### src/rtl/mpe_result_collector.sv
// ---------------------------------------------------------------------------
// mpe_result_collector
//
// Downstream stage of the MPE core. Each MPU lane delivers result words into
// a one-deep lane register. The collector picks pending lanes round-robin and
// serialises their words into the global output buffer write port. A write
// address advances from a programmed base. The job finishes once the
// programmed number of words has been accepted by the buffer.
//
// Ports
//   i_clk          rising-edge clock
//   i_rst          synchronous active-high reset
//   i_start        begin a job (only looked at while idle)
//   i_base_addr    first write address, latched on an accepted start
//   i_num_results  number of words to write, latched on an accepted start
//   i_mpu_data     lane k occupies bits [k*DATA_WIDTH +: DATA_WIDTH]
//   i_mpu_valid    per-lane strobe, one word per high cycle
//   o_wr_en        write request to the global buffer
//   o_wr_addr      write address
//   o_wr_data      write data
//   i_wr_ready     buffer accepts; a transfer is o_wr_en & i_wr_ready
//   o_busy         high while collecting
//   o_done         one-cycle pulse at the end of a job
//   o_overflow     sticky lane overrun flag, cleared by reset or a new job
// ---------------------------------------------------------------------------
module mpe_result_collector #(
    parameter int NUM_MPUS   = 4,
    parameter int DATA_WIDTH = 8,
    parameter int ADDR_WIDTH = 10
) (
    input  logic                           i_clk,
    input  logic                           i_rst,
    input  logic                           i_start,
    input  logic [ADDR_WIDTH-1:0]          i_base_addr,
    input  logic [ADDR_WIDTH:0]            i_num_results,
    input  logic [NUM_MPUS*DATA_WIDTH-1:0] i_mpu_data,
    input  logic [NUM_MPUS-1:0]            i_mpu_valid,
    output logic                           o_wr_en,
    output logic [ADDR_WIDTH-1:0]          o_wr_addr,
    output logic [DATA_WIDTH-1:0]          o_wr_data,
    input  logic                           i_wr_ready,
    output logic                           o_busy,
    output logic                           o_done,
    output logic                           o_overflow
);

    localparam int PTR_W = (NUM_MPUS > 1) ? $clog2(NUM_MPUS) : 1;

    typedef enum logic [1:0] {
        ST_IDLE,
        ST_COLLECT,
        ST_DONE
    } state_t;

    state_t                  r_state;
    logic [DATA_WIDTH-1:0]   r_laneData [NUM_MPUS];
    logic [NUM_MPUS-1:0]     r_pending;
    logic [PTR_W-1:0]        r_ptr;
    logic [ADDR_WIDTH-1:0]   r_nextAddr;
    logic [ADDR_WIDTH:0]     r_count;
    logic [ADDR_WIDTH:0]     r_numResults;
    logic                    r_wrEn;
    logic [ADDR_WIDTH-1:0]   r_wrAddr;
    logic [DATA_WIDTH-1:0]   r_wrData;
    logic                    r_busy;
    logic                    r_done;
    logic                    r_overflow;

    logic                    w_xfer;
    logic                    w_slotFree;
    logic                    w_needMore;
    logic [ADDR_WIDTH:0]     w_remaining;
    logic                    w_found;
    logic [PTR_W-1:0]        w_lane;
    logic [PTR_W-1:0]        w_cand;
    logic [PTR_W-1:0]        w_nextPtr;
    logic                    w_grant;
    logic [NUM_MPUS-1:0]     w_drain;

    // A new grant may issue when the output register is empty or is being
    // emptied this very cycle, and the words already accepted plus the one
    // in flight have not yet reached the job size. r_count never exceeds
    // r_numResults, so the subtraction cannot underflow.
    always_comb begin
        w_xfer      = r_wrEn & i_wr_ready;
        w_slotFree  = ~r_wrEn | i_wr_ready;
        w_remaining = r_numResults - r_count;
        w_needMore  = (w_remaining > {{ADDR_WIDTH{1'b0}}, r_wrEn});
    end

    // Round-robin search: first pending lane at or after the pointer,
    // wrapping around the lane count.
    always_comb begin
        w_found = 1'b0;
        w_lane  = '0;
        w_cand  = '0;
        for (int i = 0; i < NUM_MPUS; i++) begin
            w_cand = PTR_W'((int'(r_ptr) + i) % NUM_MPUS);
            if (!w_found && r_pending[w_cand]) begin
                w_found = 1'b1;
                w_lane  = w_cand;
            end
        end
    end

    // Grant decision plus the one-hot drain mask used by the capture logic
    // to tell an overrun apart from a same-cycle drain and refill.
    always_comb begin
        w_grant   = (r_state == ST_COLLECT) && w_slotFree && w_needMore && w_found;
        w_nextPtr = (int'(w_lane) == NUM_MPUS - 1) ? '0 : w_lane + PTR_W'(1);
        w_drain   = '0;
        if (w_grant) begin
            w_drain[w_lane] = 1'b1;
        end
    end

    // Main controller: job state, lane capture, output register and
    // handshake bookkeeping. All outputs come straight from these registers.
    always_ff @(posedge i_clk) begin
        if (i_rst) begin
            r_state      <= ST_IDLE;
            r_pending    <= '0;
            r_ptr        <= '0;
            r_nextAddr   <= '0;
            r_count      <= '0;
            r_numResults <= '0;
            r_wrEn       <= 1'b0;
            r_wrAddr     <= '0;
            r_wrData     <= '0;
            r_busy       <= 1'b0;
            r_done       <= 1'b0;
            r_overflow   <= 1'b0;
            for (int k = 0; k < NUM_MPUS; k++) begin
                r_laneData[k] <= '0;
            end
        end else begin
            r_done <= 1'b0;
            case (r_state)
                ST_IDLE: begin
                    if (i_start) begin
                        r_state      <= ST_COLLECT;
                        r_nextAddr   <= i_base_addr;
                        r_numResults <= i_num_results;
                        r_count      <= '0;
                        r_overflow   <= 1'b0;
                        r_pending    <= '0;
                        r_ptr        <= '0;
                        r_busy       <= 1'b1;
                    end
                end

                ST_COLLECT: begin
                    if (w_xfer) begin
                        r_count <= r_count + (ADDR_WIDTH+1)'(1);
                    end

                    // A grant in the same cycle as a transfer keeps wr_en
                    // high so a ready buffer sees one word per cycle.
                    if (w_grant) begin
                        r_wrEn     <= 1'b1;
                        r_wrAddr   <= r_nextAddr;
                        r_wrData   <= r_laneData[w_lane];
                        r_nextAddr <= r_nextAddr + ADDR_WIDTH'(1);
                        r_ptr      <= w_nextPtr;
                    end else if (w_xfer) begin
                        r_wrEn <= 1'b0;
                    end

                    // A strobe on a lane that still holds an undrained word
                    // drops the new word and keeps the old one.
                    for (int k = 0; k < NUM_MPUS; k++) begin
                        if (i_mpu_valid[k]) begin
                            if (r_pending[k] && !w_drain[k]) begin
                                r_overflow <= 1'b1;
                            end else begin
                                r_laneData[k] <= i_mpu_data[k*DATA_WIDTH +: DATA_WIDTH];
                                r_pending[k]  <= 1'b1;
                            end
                        end else if (w_drain[k]) begin
                            r_pending[k] <= 1'b0;
                        end
                    end

                    if ((r_count == r_numResults) && !r_wrEn) begin
                        r_state <= ST_DONE;
                        r_done  <= 1'b1;
                        r_busy  <= 1'b0;
                    end
                end

                ST_DONE: begin
                    r_state   <= ST_IDLE;
                    r_pending <= '0;
                end

                default: begin
                    r_state <= ST_IDLE;
                end
            endcase
        end
    end

    assign o_wr_en    = r_wrEn;
    assign o_wr_addr  = r_wrAddr;
    assign o_wr_data  = r_wrData;
    assign o_busy     = r_busy;
    assign o_done     = r_done;
    assign o_overflow = r_overflow;

endmodule

### config.mk
export PLATFORM = sky130hd
export DESIGN_NAME = mpe_result_collector
export DESIGN_NICKNAME = d
export VERILOG_FILES = /design/src/rtl/mpe_result_collector.sv
export SDC_FILE = /design/constraint.sdc
export NUM_CORES = 1
export LEC_CHECK = 0
export CORE_MARGIN = 2
export CORE_UTILIZATION = 58
export DETAILED_ROUTE_END_ITERATION = 8
export GPL_TIMING_DRIVEN = 0
export PLACE_DENSITY = 0.86
export SLEW_MARGIN = 40
export SYNTH_ARGS = -nofsm -noshare
export SYNTH_HDL_FRONTEND = slang
export SYNTH_SLANG_ARGS = --single-unit
### constraint.sdc
create_clock -name i_clk -period 7.34 [get_ports i_clk]
set_input_delay 0.734 -clock i_clk [delete_from_list [all_inputs] [get_ports i_clk]]
set_output_delay 0.734 -clock i_clk [all_outputs]
set_load 0.05 [all_outputs]
==> flow_metrics.py <==
metrics = {
    "floorplanning": {
        "core_sq_mm": 0.00826,
        "die-area_sq_mm": 0.00928,
        "fp.dieW_um": 96.4,
        "io_pins": 83,
        "die_h_um": 96.4,
        "rows": 33,
        "start_util_pct": 59.9,
    },
    "finish": {
        "multi_input_area_sq_mm": 0.00255,
        "regArea_sq_mm": 0.00220,
        "fin_nets": 751,
        "syn_to_final_growth_pct": 24.5,
        "num_antenna_cells": 0,
        "fillCellCount": 652,
        "fin_util_pct": 74.6,
        "drive_gt1_share_pct": 5.76,
    },
    "clock_tree": {
        "cts_root_buf": "clkbuf_8",
        "post_cts_resized": 0,
        "cts.clk_slew.worst_paths_ps": 90,
        "cts_tree": "done",
        "h-tree-depth": 3,
        "cts_buffers": 9,
        "post_cts_buffers": 0,
        "cts_max_path_buffers": 2,
        "cts_hold_buf": 0,
        "clk_latency_ps": 380,
        "numClockSinks": 94,
    },
    "timing": {
        "fin_hold_ws_ps": 461,
        "final_hold_viol_count": 0,
        "min_period_over_period_pct": 49.1,
        "tns_ps": 0,
        "worst_pin_slew_ps": 748,
        "period_needed_ps": 3610,
        "rsz0062_at_grt": "false",
        "relSlewSlack_pct": 50.0,
        "fin_worst_skew_ps": 12.7,
        "final_max_slew_viol_count": 0,
        "clock.fmax_mhz": 277,
        "finalSetupViolations": 0,
    },
    "worst_setup_path": {
        "cp_max_fo": 9,
        "cp.arrival_ps": 3610,
        "critPathKind": "flop to flop",
        "crit_path_end_kind": "flop",
        "cp.required_ps": 7350,
        "critPathLaunchType": "flop",
    },
    "global_route": {
        "overflow": 0,
        "met3_usage_pct": 6.58,
        "grt_pass1_wl_um": 20100,
        "gr-usage-met2_pct": 48.6,
        "met1_usage_pct": 34.8,
        "antenna_found_initial": 0,
        "first_global_vias": 4386,
        "grt_usage_pct": 28.3,
        "grt.busiest_layer": "met2",
        "grt_max_degree": 16,
    },
    "routing": {
        "viasPerCell": 5.85,
        "drc": 0,
        "wl_um": 12900,
        "antenna_left": 0,
        "first_pass_iters": 6,
        "wire_per_inst_um": 16.5,
        "first_iter_violations": 409,
        "dr_total_vias": 4578,
    },
    "synthesis": {
        "seq_area_frac_synth_pct": 44.5,
        "synth_area_leaders": "dfxtp_1, edfxtp_1, nand2_1",
        "yosysWarnings": 0,
        "synth_top_area_cell": "dfxtp_1",
        "synth_area_sq_mm": 0.00495,
        "netlist_instances": 580,
        "synth_edf_count": 32,
        "synth.avg_cell_area_sq_um": 8.53,
        "ys_types": 57,
        "async_reset_ff_share_pct": 0,
        "synthesis.nets": 659,
        "synth_top_area_share_pct": 25.1,
        "synth-seq-cells": 94,
        "synth_ff_type": "dfxtp_1",
    },
    "worst_hold_path": {
        "hold_class": "flop to flop",
    },
    "status": {
        "status": "complete, no violations",
    },
    "job": {
        "max_cap_violations": 0,
    },
    "power_and_ir_drop": {
        "max-vdd-ir-drop_mv": 0.125,
        "power.density_mw_per_mm2": 214,
        "power_leakage_nw": 2.29,
        "power_w": 0.00132,
    },
    "placement": {
        "numPortBuffers": 81,
        "routabilityCongestion": 0.870,
        "dp_hpwl_um": 9330,
    },
}
[worst paths after layout]
check	from	to	slack, ps	depth (start not counted)
setup / recovery	r_count[1]	r_laneData[1][7]	3730	10
hold / removal	o_wr_addr[3]	o_wr_addr[3]	460	2
setup reg to reg	r_count[1]	r_laneData[1][7]	3730	10
hold reg to reg	o_wr_addr[3]	o_wr_addr[3]	460	2
[cells in the mapped netlist (all sizes together) (4+ instances only)]
library cell	instances
clkbuf	17
nand2b	11
edfxtp	32
nand3	21
o32ai	7
xnor2	9
dfxtp	62
mux2i	19
nor2	60
and2	11
nand4	9
a31oi	5
buf	13
a21oi	59
a21boi	5
xor2	4
a22oi	8
nand2	118
inv	20
o21ai	8
o21bai	4
ha	17
and3	6
or3	4
nor3	11
[state kept, by name, indices dropped and copies added (netlist names), 2 cells and up]
| signal | count |
|---|---|
| r_count | 11 |
| r_state | 2 |
| r_pending | 4 |
| o_wr_data | 8 |
| r_numResults | 11 |
| r_laneData | 32 |
| r_nextAddr | 10 |
| r_ptr | 2 |
| o_wr_addr | 10 |
[final cells by class]
cell class,count,share of cell area (%)
Buffer,30,2.19
Inverter,21,1.28
Tap cell,105,2.13
Multi-Input combinational cell,435,41.3
Clock inverter,2,0.975
Timing Repair Buffer,81,13.2
Clock buffer,14,3.15
Sequential cell,94,35.8
[per-stage QoR]
step	cells	setup slack, ps	area [sq um]
final	782	3730	6160
after floorplan	580	4300	4950
after detailed placement	766	3710	5890
after global routing	782	3510	6160
after CTS	782	3720	6150
after global placement	766	3680	5890
[layer usage]
metal / wire (um) / vias up / share of wire [%]
li1: - / 2211 / -
met1: 5400 / 2136 / 42
met2: 6330 / 206 / 49
met3: 922 / 25 / 7.1
met4: 272 / 0 / 2.1
met5: 0 / - / 0
[critical path, cell delays in order (launching register included)]
cell and delay, ps:
dfxtp_1 400, inv_1 100, ha_1 330, nor2b_1 140
o2111ai_1 280, a31oi_1 180, o31a_1 300, o211a_1 260
a21boi_2 380, a21boi_2 220, o21bai_1 640
[power breakdown]
part	total (W)	switching (W)	internal, W	leakage [nW]
Combinational	0.000298	0.000178	0.000121	1.32
Sequential	0.000592	0.0000214	0.000571	0.839
Clock	0.000427	0.000187	0.000241	0.128
Total	0.00132	0.000386	0.000932	2.29
[cells in the final DEF (no fill, tap or decap), drive strengths merged, types with 4 or more instances in the layout]
cell / synthesis / final
dfxtp: 62 / 62
nand4: 9 / 9
a21boi: 5 / 5
buf: 13 / 13
inv: 20 / 20
a21oi: 59 / 59
clkbuf: 17 / 31
nor3: 11 / 11
ha: 17 / 17
o21bai: 4 / 4
o32ai: 7 / 7
nand2: 118 / 118
and2: 11 / 11
xor2: 4 / 4
xnor2: 9 / 9
mux2i: 19 / 19
and3: 6 / 6
o21ai: 8 / 8
nor2: 60 / 60
a22oi: 8 / 8
nand2b: 11 / 11
or3: 4 / 4
clkdlybuf4s50: 0 / 81
a31oi: 5 / 5
edfxtp: 32 / 32
nand3: 21 / 21
[cells by family after synthesis]
| logic type | after synthesis | share of synthesized area, % |
|---|---|---|
| and+or+nand+nor | 261 | 23.3 |
| AOI/OAI and AO/OA | 124 | 17.0 |
| DFF | 94 | 44.5 |
| buffers and inverters | 51 | 4.32 |
| muxes | 19 | 3.84 |
| adders and majority gates | 18 | 4.70 |
| xor gates and xnor gates | 13 | 2.30 |
Power figures use the tool's default switching activity.
